===== src/rtl/culsans_wr_arbiter.sv =====
// culsans_wr_arbiter: round-robin AW arbiter with an index FIFO that steers W bursts in AW order
module culsans_wr_arbiter #(
  parameter int NumReq   = 2,
  parameter int AwWidth  = 85,
  parameter int WWidth   = 74,
  parameter int OrdDepth = 4,
  localparam int IdxW = $clog2(NumReq),
  localparam int PtrW = $clog2(OrdDepth),
  localparam int CntW = $clog2(OrdDepth + 1)
) (
  input  logic                      clk_i,
  input  logic                      rst_i,
  input  logic [NumReq-1:0]         slv_aw_valid_i,
  output logic [NumReq-1:0]         slv_aw_ready_o,
  input  logic [NumReq*AwWidth-1:0] slv_aw_data_i,
  input  logic [NumReq-1:0]         slv_w_valid_i,
  output logic [NumReq-1:0]         slv_w_ready_o,
  input  logic [NumReq*WWidth-1:0]  slv_w_data_i,
  input  logic [NumReq-1:0]         slv_w_last_i,
  output logic                      mst_aw_valid_o,
  input  logic                      mst_aw_ready_i,
  output logic [AwWidth-1:0]        mst_aw_data_o,
  output logic                      mst_w_valid_o,
  input  logic                      mst_w_ready_i,
  output logic [WWidth-1:0]         mst_w_data_o,
  output logic                      mst_w_last_o,
  output logic [CntW-1:0]           outstanding_o,
  output logic                      busy_o
);
  logic [IdxW-1:0]    rr_ptr, gnt, head;
  logic [IdxW-1:0]    ord_mem [OrdDepth];
  logic [PtrW-1:0]    wr_ptr, rd_ptr;
  logic [CntW-1:0]    cnt;
  logic               aw_valid_q, armed, grant, non_empty, pop;
  logic [AwWidth-1:0] aw_data_q;
  // Scan downward so the requester closest to rr_ptr overrides the rest
  always_comb begin
    int j;
    gnt = '0;
    for (int i = NumReq - 1; i >= 0; i--) begin
      j = int'(rr_ptr) + i;
      j = (j >= NumReq) ? j - NumReq : j;
      gnt = slv_aw_valid_i[j] ? IdxW'(j) : gnt;
    end
  end
  // armed blocks grants on the first cycle after reset
  assign grant = armed && !rst_i && (!aw_valid_q || mst_aw_ready_i) &&
                 (cnt != CntW'(OrdDepth)) && (|slv_aw_valid_i);
  assign slv_aw_ready_o = grant ? (NumReq'(1) << gnt) : '0;
  assign mst_aw_valid_o = aw_valid_q && !rst_i;
  assign mst_aw_data_o  = aw_data_q;
  assign non_empty      = (cnt != '0) && !rst_i;
  assign head           = ord_mem[rd_ptr];
  assign mst_w_valid_o  = non_empty && slv_w_valid_i[head];
  assign mst_w_data_o   = non_empty ? slv_w_data_i[head*WWidth +: WWidth] : '0;
  assign mst_w_last_o   = non_empty && slv_w_last_i[head];
  assign slv_w_ready_o  = (non_empty && mst_w_ready_i) ? (NumReq'(1) << head) : '0;
  assign pop            = mst_w_valid_o && mst_w_ready_i && mst_w_last_o;
  assign outstanding_o  = cnt;
  assign busy_o         = aw_valid_q || (cnt != '0);
  always_ff @(posedge clk_i) if (grant) ord_mem[wr_ptr] <= gnt;
  always_ff @(posedge clk_i) begin
    if (rst_i) begin
      rr_ptr     <= '0;
      aw_valid_q <= 1'b0;
      aw_data_q  <= '0;
      wr_ptr     <= '0;
      rd_ptr     <= '0;
      cnt        <= '0;
      armed      <= 1'b0;
    end else begin
      armed      <= 1'b1;
      aw_valid_q <= grant || (aw_valid_q && !mst_aw_ready_i);
      aw_data_q  <= grant ? slv_aw_data_i[gnt*AwWidth +: AwWidth] : aw_data_q;
      rr_ptr     <= grant ? ((gnt == IdxW'(NumReq - 1)) ? '0 : gnt + IdxW'(1)) : rr_ptr;
      wr_ptr     <= grant ? wr_ptr + PtrW'(1) : wr_ptr;
      rd_ptr     <= pop ? rd_ptr + PtrW'(1) : rd_ptr;
      cnt        <= cnt + CntW'(grant) - CntW'(pop);
    end
  end
endmodule

===== config.mk =====
export PLATFORM = sky130hd
export DESIGN_NAME = culsans_wr_arbiter
export DESIGN_NICKNAME = d
export VERILOG_FILES = /design/src/rtl/culsans_wr_arbiter.sv
export SDC_FILE = /design/constraint.sdc
export NUM_CORES = 1
export LEC_CHECK = 0
export ABC_AREA = 1
export CAP_MARGIN = 5
export CORE_AREA = 10 10 186 188
export CTS_CLUSTER_SIZE = 10
export DETAILED_ROUTE_END_ITERATION = 7
export DIE_AREA = 0 0 196 198
export PLACE_DENSITY = 0.62
export SLEW_MARGIN = 20
export SYNTH_ARGS = -nofsm -noshare
export SYNTH_HDL_FRONTEND = slang
export SYNTH_SLANG_ARGS = --single-unit
export TNS_END_PERCENT = 10

===== constraint.sdc =====
create_clock -name clk_i -period 4.1 [get_ports clk_i]
set_input_delay 0.82 -clock clk_i [delete_from_list [all_inputs] [get_ports clk_i]]
set_output_delay 0.82 -clock clk_i [all_outputs]
set_load 0.01 [all_outputs]

# Yosys cells after proc, flatten, opt, wreduce, memory -nomap -nowiden
# Memories as Yosys holds them, arrays and structs flattened. A register that Yosys moved wholly into a read port is not among the register bits.
# Cells that the tools add are included.
op_classes:
  addsub: 8
  multipliers: 2
  magnitude_cmp: 5
  n_eq_ne: 1
  shift: 4
  n_mux: 23
  reduce_logical: 20
ops:
  columns: ["cell", "count"]
  rows:
  - ["$shiftx A170 B9 Y85", 1]
  - ["$shiftx A148 B9 Y74", 1]
  - ["$mux W74", 1]
  - ["$lt A32 B3 Y1 const B", 2]
  - ["$mux W32", 2]
  - ["$mux W1", 16]
  - ["$logic_and A1 B1 Y1", 12]
  - ["$mul A1 B7 Y8 const B", 1]
  - ["$mux W2", 4]
  - ["$mul A1 B6 Y7 const B", 1]
  - ["$add A2 B1 Y2 const B", 2]
  - ["$shl A1 B1 Y2 const A", 2]
  - ["$add A3 B1 Y3", 1]
  - ["$logic_not A1 Y1", 3]
  - ["$logic_or A1 B1 Y1", 3]
  - ["$ne A3 B3 Y1 const B", 1]
  - ["$reduce_bool A3 Y1", 1]
  - ["$sub A1 B2 Y3 const B", 1]
  - ["$sub A2 B2 Y3 const B", 1]
  - ["$sub A3 B1 Y3", 1]
  - ["$add A1 B1 Y2 const B", 1]
  - ["$ge A1 B2 Y1 const B", 1]
  - ["$ge A2 B2 Y1 const B", 1]
  - ["$lt A1 B2 Y1 const B", 1]
  - ["2 further kinds", 2]
word_totals:
  regBits: 95
  mem_bits_rw: 4
  inputBits: 328
  elab_cells: 71
  n_memories: 1
memory_table:
  columns: ["name", "depth", "width", "rd", "rd_ports_with_merged_regs", "wr", "line_no", "source"]
  rows:
  - ["ord_mem", 4, 1, 1, 1, 1, "31", "logic [IdxW-1:0] ord_mem [OrdDepth];"]

# Depth between registers and ports, before layout
# Gate-level depths: netlist (run 1).
depth:
  word_depth: 10
  mapped_depth: 14
  depth_no_buf: 14

# Least setup slack after synthesis (run 1)
# No wires, ideal clock.
synth_path:
  path_type: "input -> output"
  from: "input port rst_i"
  to: "output port mst_w_data_o[34]"
  t_arrival_ns: 1.838
  path_slack_ns: 1.442
  stages: 8
  n_path_buf: 3
  path_cell_list: "buf_6 -> clkinv_2 -> nand2_1 -> inv_1 -> buf_2 -> clkbuf_1 -> o21ai_0 -> nor2_1"
synth_between:
  elab_chain_cells: 3
synth_lines:
  columns: ["item", "line_no", "source"]
  rows:
  - ["start, declared", "12", "input logic rst_i,"]
  - ["$logic_not A1 Y1", "52", "assign non_empty = (cnt != '0) && !rst_i;"]
  - ["$logic_and A1 B1 Y1", "52", null]
  - ["$mux W74", "55", "assign mst_w_data_o = non_empty ? slv_w_data_i[head*WWidth +: WWidth] : '0;"]
  - ["end, declared", "25", "output logic [WWidth-1:0] mst_w_data_o,"]
# Every way passes these cells.

==> results of run 1 <==
[routing by layer]
layer,share of wire,track usage,vias to the layer above
met5,0,0,-
met4,0.018,0.05034,0
met3,0.078,0.05226,28
met2,0.54,0.3220,311
met1,0.36,0.1653,3548
li1,-,-,4031
[critical path: cells and delay by family (launching register included)]
family,cells,cell delay (ns)
AND/OR/NAND/NOR,4,0.76
buffers and inverters,3,0.94
AO/OA/AOI/OAI,1,0.14
flip-flops,1,0.38
[cell usage in the layout (no fill, tap or decap), types with 2 or more instances in the layout]
cell and count:
clkdlybuf4s50_1 495, nand2_1 445, nor2_1 171, dfxtp_1 97
a21oi_1 89, o21ai_0 74, inv_1 23, buf_4 13
nand3_1 10, clkbuf_16 10, ha_1 6, o21ai_1 5
edfxtp_1 4, inv_2 3, clkinv_2 3, buf_12 3
nand2_2 2, o21ai_4 2, clkbuf_1 2
[sequential cells by signal, indices dropped and copies added (netlist names), named ones only]
signal and count:
rr_ptr 1, armed 1, rd_ptr 2, wr_ptr 2
ord_mem 4, aw_valid_q 1, outstanding_o 3, mst_aw_data_o 85
[logic make-up (layout without fill, tap and decap cells)]
| kind of cell | count (synthesis) | after routing | share of synthesized area |
|---|---|---|---|
| buf+inv | 99 | 554 | 0.07982 |
| flops | 101 | 101 | 0.3508 |
| simple gates | 630 | 630 | 0.4057 |
| xor+xnor | 1 | 1 | 0.001490 |
| compound gates | 170 | 170 | 0.1460 |
| other cells | 0 | 1 | 0 |
| fa+ha+maj | 7 | 7 | 0.01618 |
[worst min-delay path by stage]
stage	cells past startpoint	start	slack [ns]	end
floorplan	2	rd_ptr[1]	0.46	register
global placement	2	mst_aw_data_o[43]	0.45	mst_aw_data_o[43]
detailed placement	2	mst_aw_data_o[80]	0.46	mst_aw_data_o[80]
CTS	2	mst_aw_data_o[52]	0.47	mst_aw_data_o[52]
global route	2	mst_aw_data_o[39]	0.48	mst_aw_data_o[39]
finish	2	mst_aw_data_o[34]	0.46	mst_aw_data_o[34]
[power by group]
group | total [W] | internal (W) | switching [W]
Combinational | 0.000918 | 0.000519 | 0.000399
Clock | 0.000828 | 0.000447 | 0.000382
Sequential | 0.00106 | 0.00103 | 0.0000249
[metrics by stage]
step	std cells	util	total power, W	hold WS (ns)	instance area, um2
2_1_floorplan	1008	-	0.001415	0.4649	5878
3_3_place_gp	1850	0.3588	0.002005	0.4503	11150
4_1_cts	1865	0.3677	0.002858	0.4654	11420
6_report	1866	0.3678	0.002803	0.4630	11430
5_1_grt	1866	0.3678	0.002976	0.4773	11430
3_5_place_dp	1850	0.3588	0.002009	0.4551	11150
[area by class of cell]
class / instances / share of cell area
sequential: 101 / 0.1804
tap: 402 / 0.04402
antenna: 1 / 0.0002190
inverter: 28 / 0.009307
clock inverter: 3 / 0.001642
clock buffer: 12 / 0.02256
multi-input combinational: 808 / 0.2944
timing repair buffer: 511 / 0.4474
==> run summary, run 1 <==
hold_buf cts: 0
Peak Freq: 294.3 MHz
Worst EP arrival: 2.58 ns
Distinct cells, synth: 24
global route total overflow: 0
WS Path Type: reg -> out
largest area contributor in the netlist: dfxtp_1
Vias: 7918
status: finished, final reports clean
crit share post-route: 0.8289
largest net degree at the start of global routing: 90
CTS tree: yes
Die Ht: 198 um
Tot GR Track Use: 0.1667
register area: 2062 um2
Net count, final: 1794
multi-input logic area: 3364 um2
postcts setup bufs: 0
drt drc: 0
CTS H-Tree Depth: 3
via count of the first global-routing pass: 7946
CTS sink cnt: 101
Final Max Tran Viols: 0
port bufs: 497
Filler Cell Count: 3337
DIE AREA: 38810 um2
Initial Util: 0.1892
layout cells sized above 1: 0.02529
Worst setup SP type: register
dominant cells by area after synthesis: dfxtp_1 33%, nand2_1 28%, nor2_1 11%
Detailed Route WL: 34.46 mm
Max IR drop VDD: 0.1817 mV
CTS resizes: 0
mean post-synth cell area: 5.831 um2
number of synthesized flops with an enable pin: 4
Synth Flop Type: dfxtp_1
placement row count: 65
Slew Limit Headroom: 0.3872
Mapped Area: 5878 um2
Root Buffer: clkbuf_16
Num CTS Buffers: 9
per-cell routed wire length: 18.47 um
Reg2Reg Depth: 13
clk slew on worst S/H paths: 0.06 ns
pre-CTS setup slack: 0.7212 ns
critical path's slowest cell: clkdlybuf4s50_1
# setup viols final: 0
1st-iter DRT viols: 230
via density per instance: 4.243
CP Capture Type: primary output
final critical-path required period: 3.398 ns
number of max-cap violations: 0
initial antenna violation count: 5
Die X: 196 um
Area Overhead vs Synth: 94.40%
WP data required: 3.28 ns
Pwr Density: 245.3 nW/um2
Worst Skew: 0.007203 ns
clk buf depth: 2
Critical Path End: mst_w_data_o[43]
dpl hpwl: 28.20 mm
Synth top area share: 0.3304
Final WS setup: 0.7016 ns
Final ANT Viol Nets: 0
Worst-Margin Slew: 0.9192 ns
Synth Register Bits: 101
routability congestion estimate: 0.8684
Fin. Hold Viols: 0
fraction of registers with async set/reset: 0
worst skew pair latency: 0.35 ns
DRT Pass-1 Iters: 4
setup_tns: 0 ns
Syn. warnings: 0
first-pass GRT wire length: 49.58 mm
Worst R2R End: outstanding_o[2]
Net Count, Synth: 1343
core area: 31070 um2
list of most frequent post-synthesis cells: 446 x nand2_1, 171 x nor2_1, 97 x dfxtp_1
I/O pins: 498
Post-Synthesis Cells: 1008
CP Max Fanout: 27
R2R setup slack: 1.42 ns
Crit path largest cell delay: 0.55 ns
Hold Path Class: reg -> reg
critical-path cell list: inv_2, nand2_1, nand3_1, nand2_2, buf_4, o21ai_0, nor2_1, clkdlybuf4s50_1
Leakage: 4.591 nW
post-synthesis sequential area ratio: 0.3508
top-count cell post-synth: nand2_1
RSZ-0062 raised after global routing: false
No activity file was read; power rests on OpenSTA's default activity.
==> inputs of run 2 (changes only) <==
==> constraint.sdc (replaced) <==
create_clock -name clk_i -period 3.4 [get_ports clk_i]
set_input_delay 0.68 -clock clk_i [delete_from_list [all_inputs] [get_ports clk_i]]
set_output_delay 0.68 -clock clk_i [all_outputs]
set_load 0.01 [all_outputs]
==> run summary, run 2 (synthesis gave the netlist of run 1 again) <==
Die X: 196 um (unchanged)
Hold Path Class: reg -> reg (unchanged)
critical-path cell list: inv_2, nand2_1, nand3_1, nand2_4, buf_4, o21ai_0, nor2_1, clkdlybuf4s50_1 (was inv_2, nand2_1, nand3_1, nand2_2, buf_4, o21ai_0, nor2_1, clkdlybuf4s50_1)
Vias: 7886 (was 7918)
worst skew pair latency: 0.35 ns (about the same)
R2R setup slack: 0.76 ns (was 1.42 ns)
Initial Util: 0.1892 (unchanged)
Area after DPL: 11150 um2 (about the same)
CP Max Fanout: 31 (was 27)
Worst-Margin Slew: 1.054 ns (was 0.9192 ns)
clk buf depth: 2 (unchanged)
placement row count: 65 (unchanged)
Slew Limit Headroom: 0.2973 (was 0.3872)
total chip power: 0.003388 W (was 0.002803 W)
# setup viols final: 0 (unchanged)
per-cell routed wire length: 18.12 um (was 18.47 um)
Area Overhead vs Synth: 94.70% (was 94.40%)
Final Instance Area: 11440 um2 (was 11430 um2)
Num CTS Buffers: 9 (unchanged)
CP Capture Type: primary output (unchanged)
Worst Skew: 0.01064 ns (was 0.007203 ns)
port bufs: 497 (unchanged)
layout cells sized above 1: 0.02666 (was 0.02529)
fin util: 0.3684 (was 0.3678)
max reg flops: 85 (unchanged)
setup_tns: 0 ns (unchanged)
global route total overflow: 0 (unchanged)
Detailed Route WL: 33.83 mm (was 34.46 mm)
Crit path largest cell delay: 0.60 ns (was 0.55 ns)
RSZ-0062 raised after global routing: false (unchanged)
Net count, final: 1793 (was 1794)
I/O pins: 498 (unchanged)
core area: 31070 um2 (unchanged)
crit share post-route: 0.9360
Root Buffer: clkbuf_16 (unchanged)
most frequent cells in the layout: 495 x clkdlybuf4s50_1, 445 x nand2_1, 171 x nor2_1 (unchanged)
largest net degree at the start of global routing: 95 (was 90)
number of max-cap violations: 0 (unchanged)
final critical-path required period: 3.182 ns
Die Ht: 198 um (unchanged)
WS Path Type: reg -> out (unchanged)
drt drc: 0 (unchanged)
first-pass GRT wire length: 48.83 mm (was 49.58 mm)
Leakage: 4.597 nW (was 4.591 nW)
Final Max Tran Viols: 0 (unchanged)
Final ANT Viol Nets: 0 (unchanged)
commonest non-fill, non-tap cell in the layout: clkdlybuf4s50_1 (unchanged)
Pwr Density: 296.0 nW/um2 (was 245.3 nW/um2)
via density per instance: 4.224 (was 4.243)
Worst setup SP type: register (unchanged)
critical path's slowest cell: clkdlybuf4s50_1 (unchanged)
CTS H-Tree Depth: 3 (unchanged)
initial antenna violation count: 3 (was 5)
CTS sink cnt: 101 (unchanged)
1st-iter DRT viols: 288 (was 230)
Worst EP arrival: 2.50 ns (was 2.58 ns)
DIE AREA: 38810 um2 (unchanged)
routability congestion estimate: 0.8465 (was 0.8684)
dpl hpwl: 27.62 mm (was 28.20 mm)
Peak Freq: 314.2 MHz
clk slew on worst S/H paths: 0.08 ns (was 0.06 ns)
via count of the first global-routing pass: 7953 (was 7946)
DRT Pass-1 Iters: 4 (unchanged)
WP data required: 2.72 ns (was 3.28 ns)
Fin. Hold Viols: 0 (unchanged)
Tot GR Track Use: 0.1632 (was 0.1667)
CTS tree: yes (unchanged)
status: finished, final reports clean (unchanged)
Max IR drop VDD: 0.2082 mV (was 0.1817 mV)
-- run 2: changes by cell type in the layout (fill, tap and decap cells not counted), sizes merged --
cell,change
buf,-1
clkbuf,-3
diode,+1
inv,+2
clkinv,+2
-- run 2: cell type report --
type,instances,area [um2]
antenna,2,5.005
clock buffer,9,225.2
clock inverter,7,56.30
fill,3356,19620
inverter,28,106.4
multi-input combinational,808,3369
sequential,101,2062
tap,402,503.0
timing repair buffer,510,5117
-- run 2: worst paths after layout --
path	start	end	cells past startpoint
hold reg to reg	mst_aw_data_o[14]	mst_aw_data_o[14]	2
setup reg to reg	outstanding_o[0]	outstanding_o[2]	14
hold / removal	mst_aw_data_o[14]	mst_aw_data_o[14]	2
setup / recovery	register	mst_w_data_o[6]	8
-- run 2: metal layers --
metal  vias to the layer above  GRT usage  part of all wire
li1                       4030          -                 -
met1                      3507     0.1571              0.35
met2                       316     0.3108              0.53
met3                        33    0.05970             0.090
met4                         0    0.05826             0.024
met5                         -          0                 0
-- run 2: repair_timing --
action,CTS,global route
resized for setup,0,1
setup buffers,0,0
endpoints found under the setup margin,0,7
hold buffers,0,0
-- run 2: report_power, final --
group,total (W),switching [W],internal (W)
sequential,0.00127,0.0000302,0.00124
clock,0.00101,0.000498,0.000508
combinational,0.00111,0.000479,0.000628
total,0.00339,0.00101,0.00238
-- run 2: per-stage QoR --
stage | hold slack [ns] | worst slack [ns] | std cells
floorplan | 0.4649 | 0.9007 | 1008
global placement | 0.4502 | 0.2779 | 1849
detailed placement | 0.4555 | 0.2819 | 1849
CTS | 0.4669 | 0.04821 | 1865
global route | 0.4768 | 0.04781 | 1867
finish | 0.4641 | 0.2176 | 1867
-- run 2: critical path: cells and delay by family (launching register included) --
kind | cells | cell delay [ns]
buffers and inverters | 3 | 0.99
and+or+nand+nor | 4 | 0.63
DFF | 1 | 0.39
AOI/OAI and AO/OA | 1 | 0.12
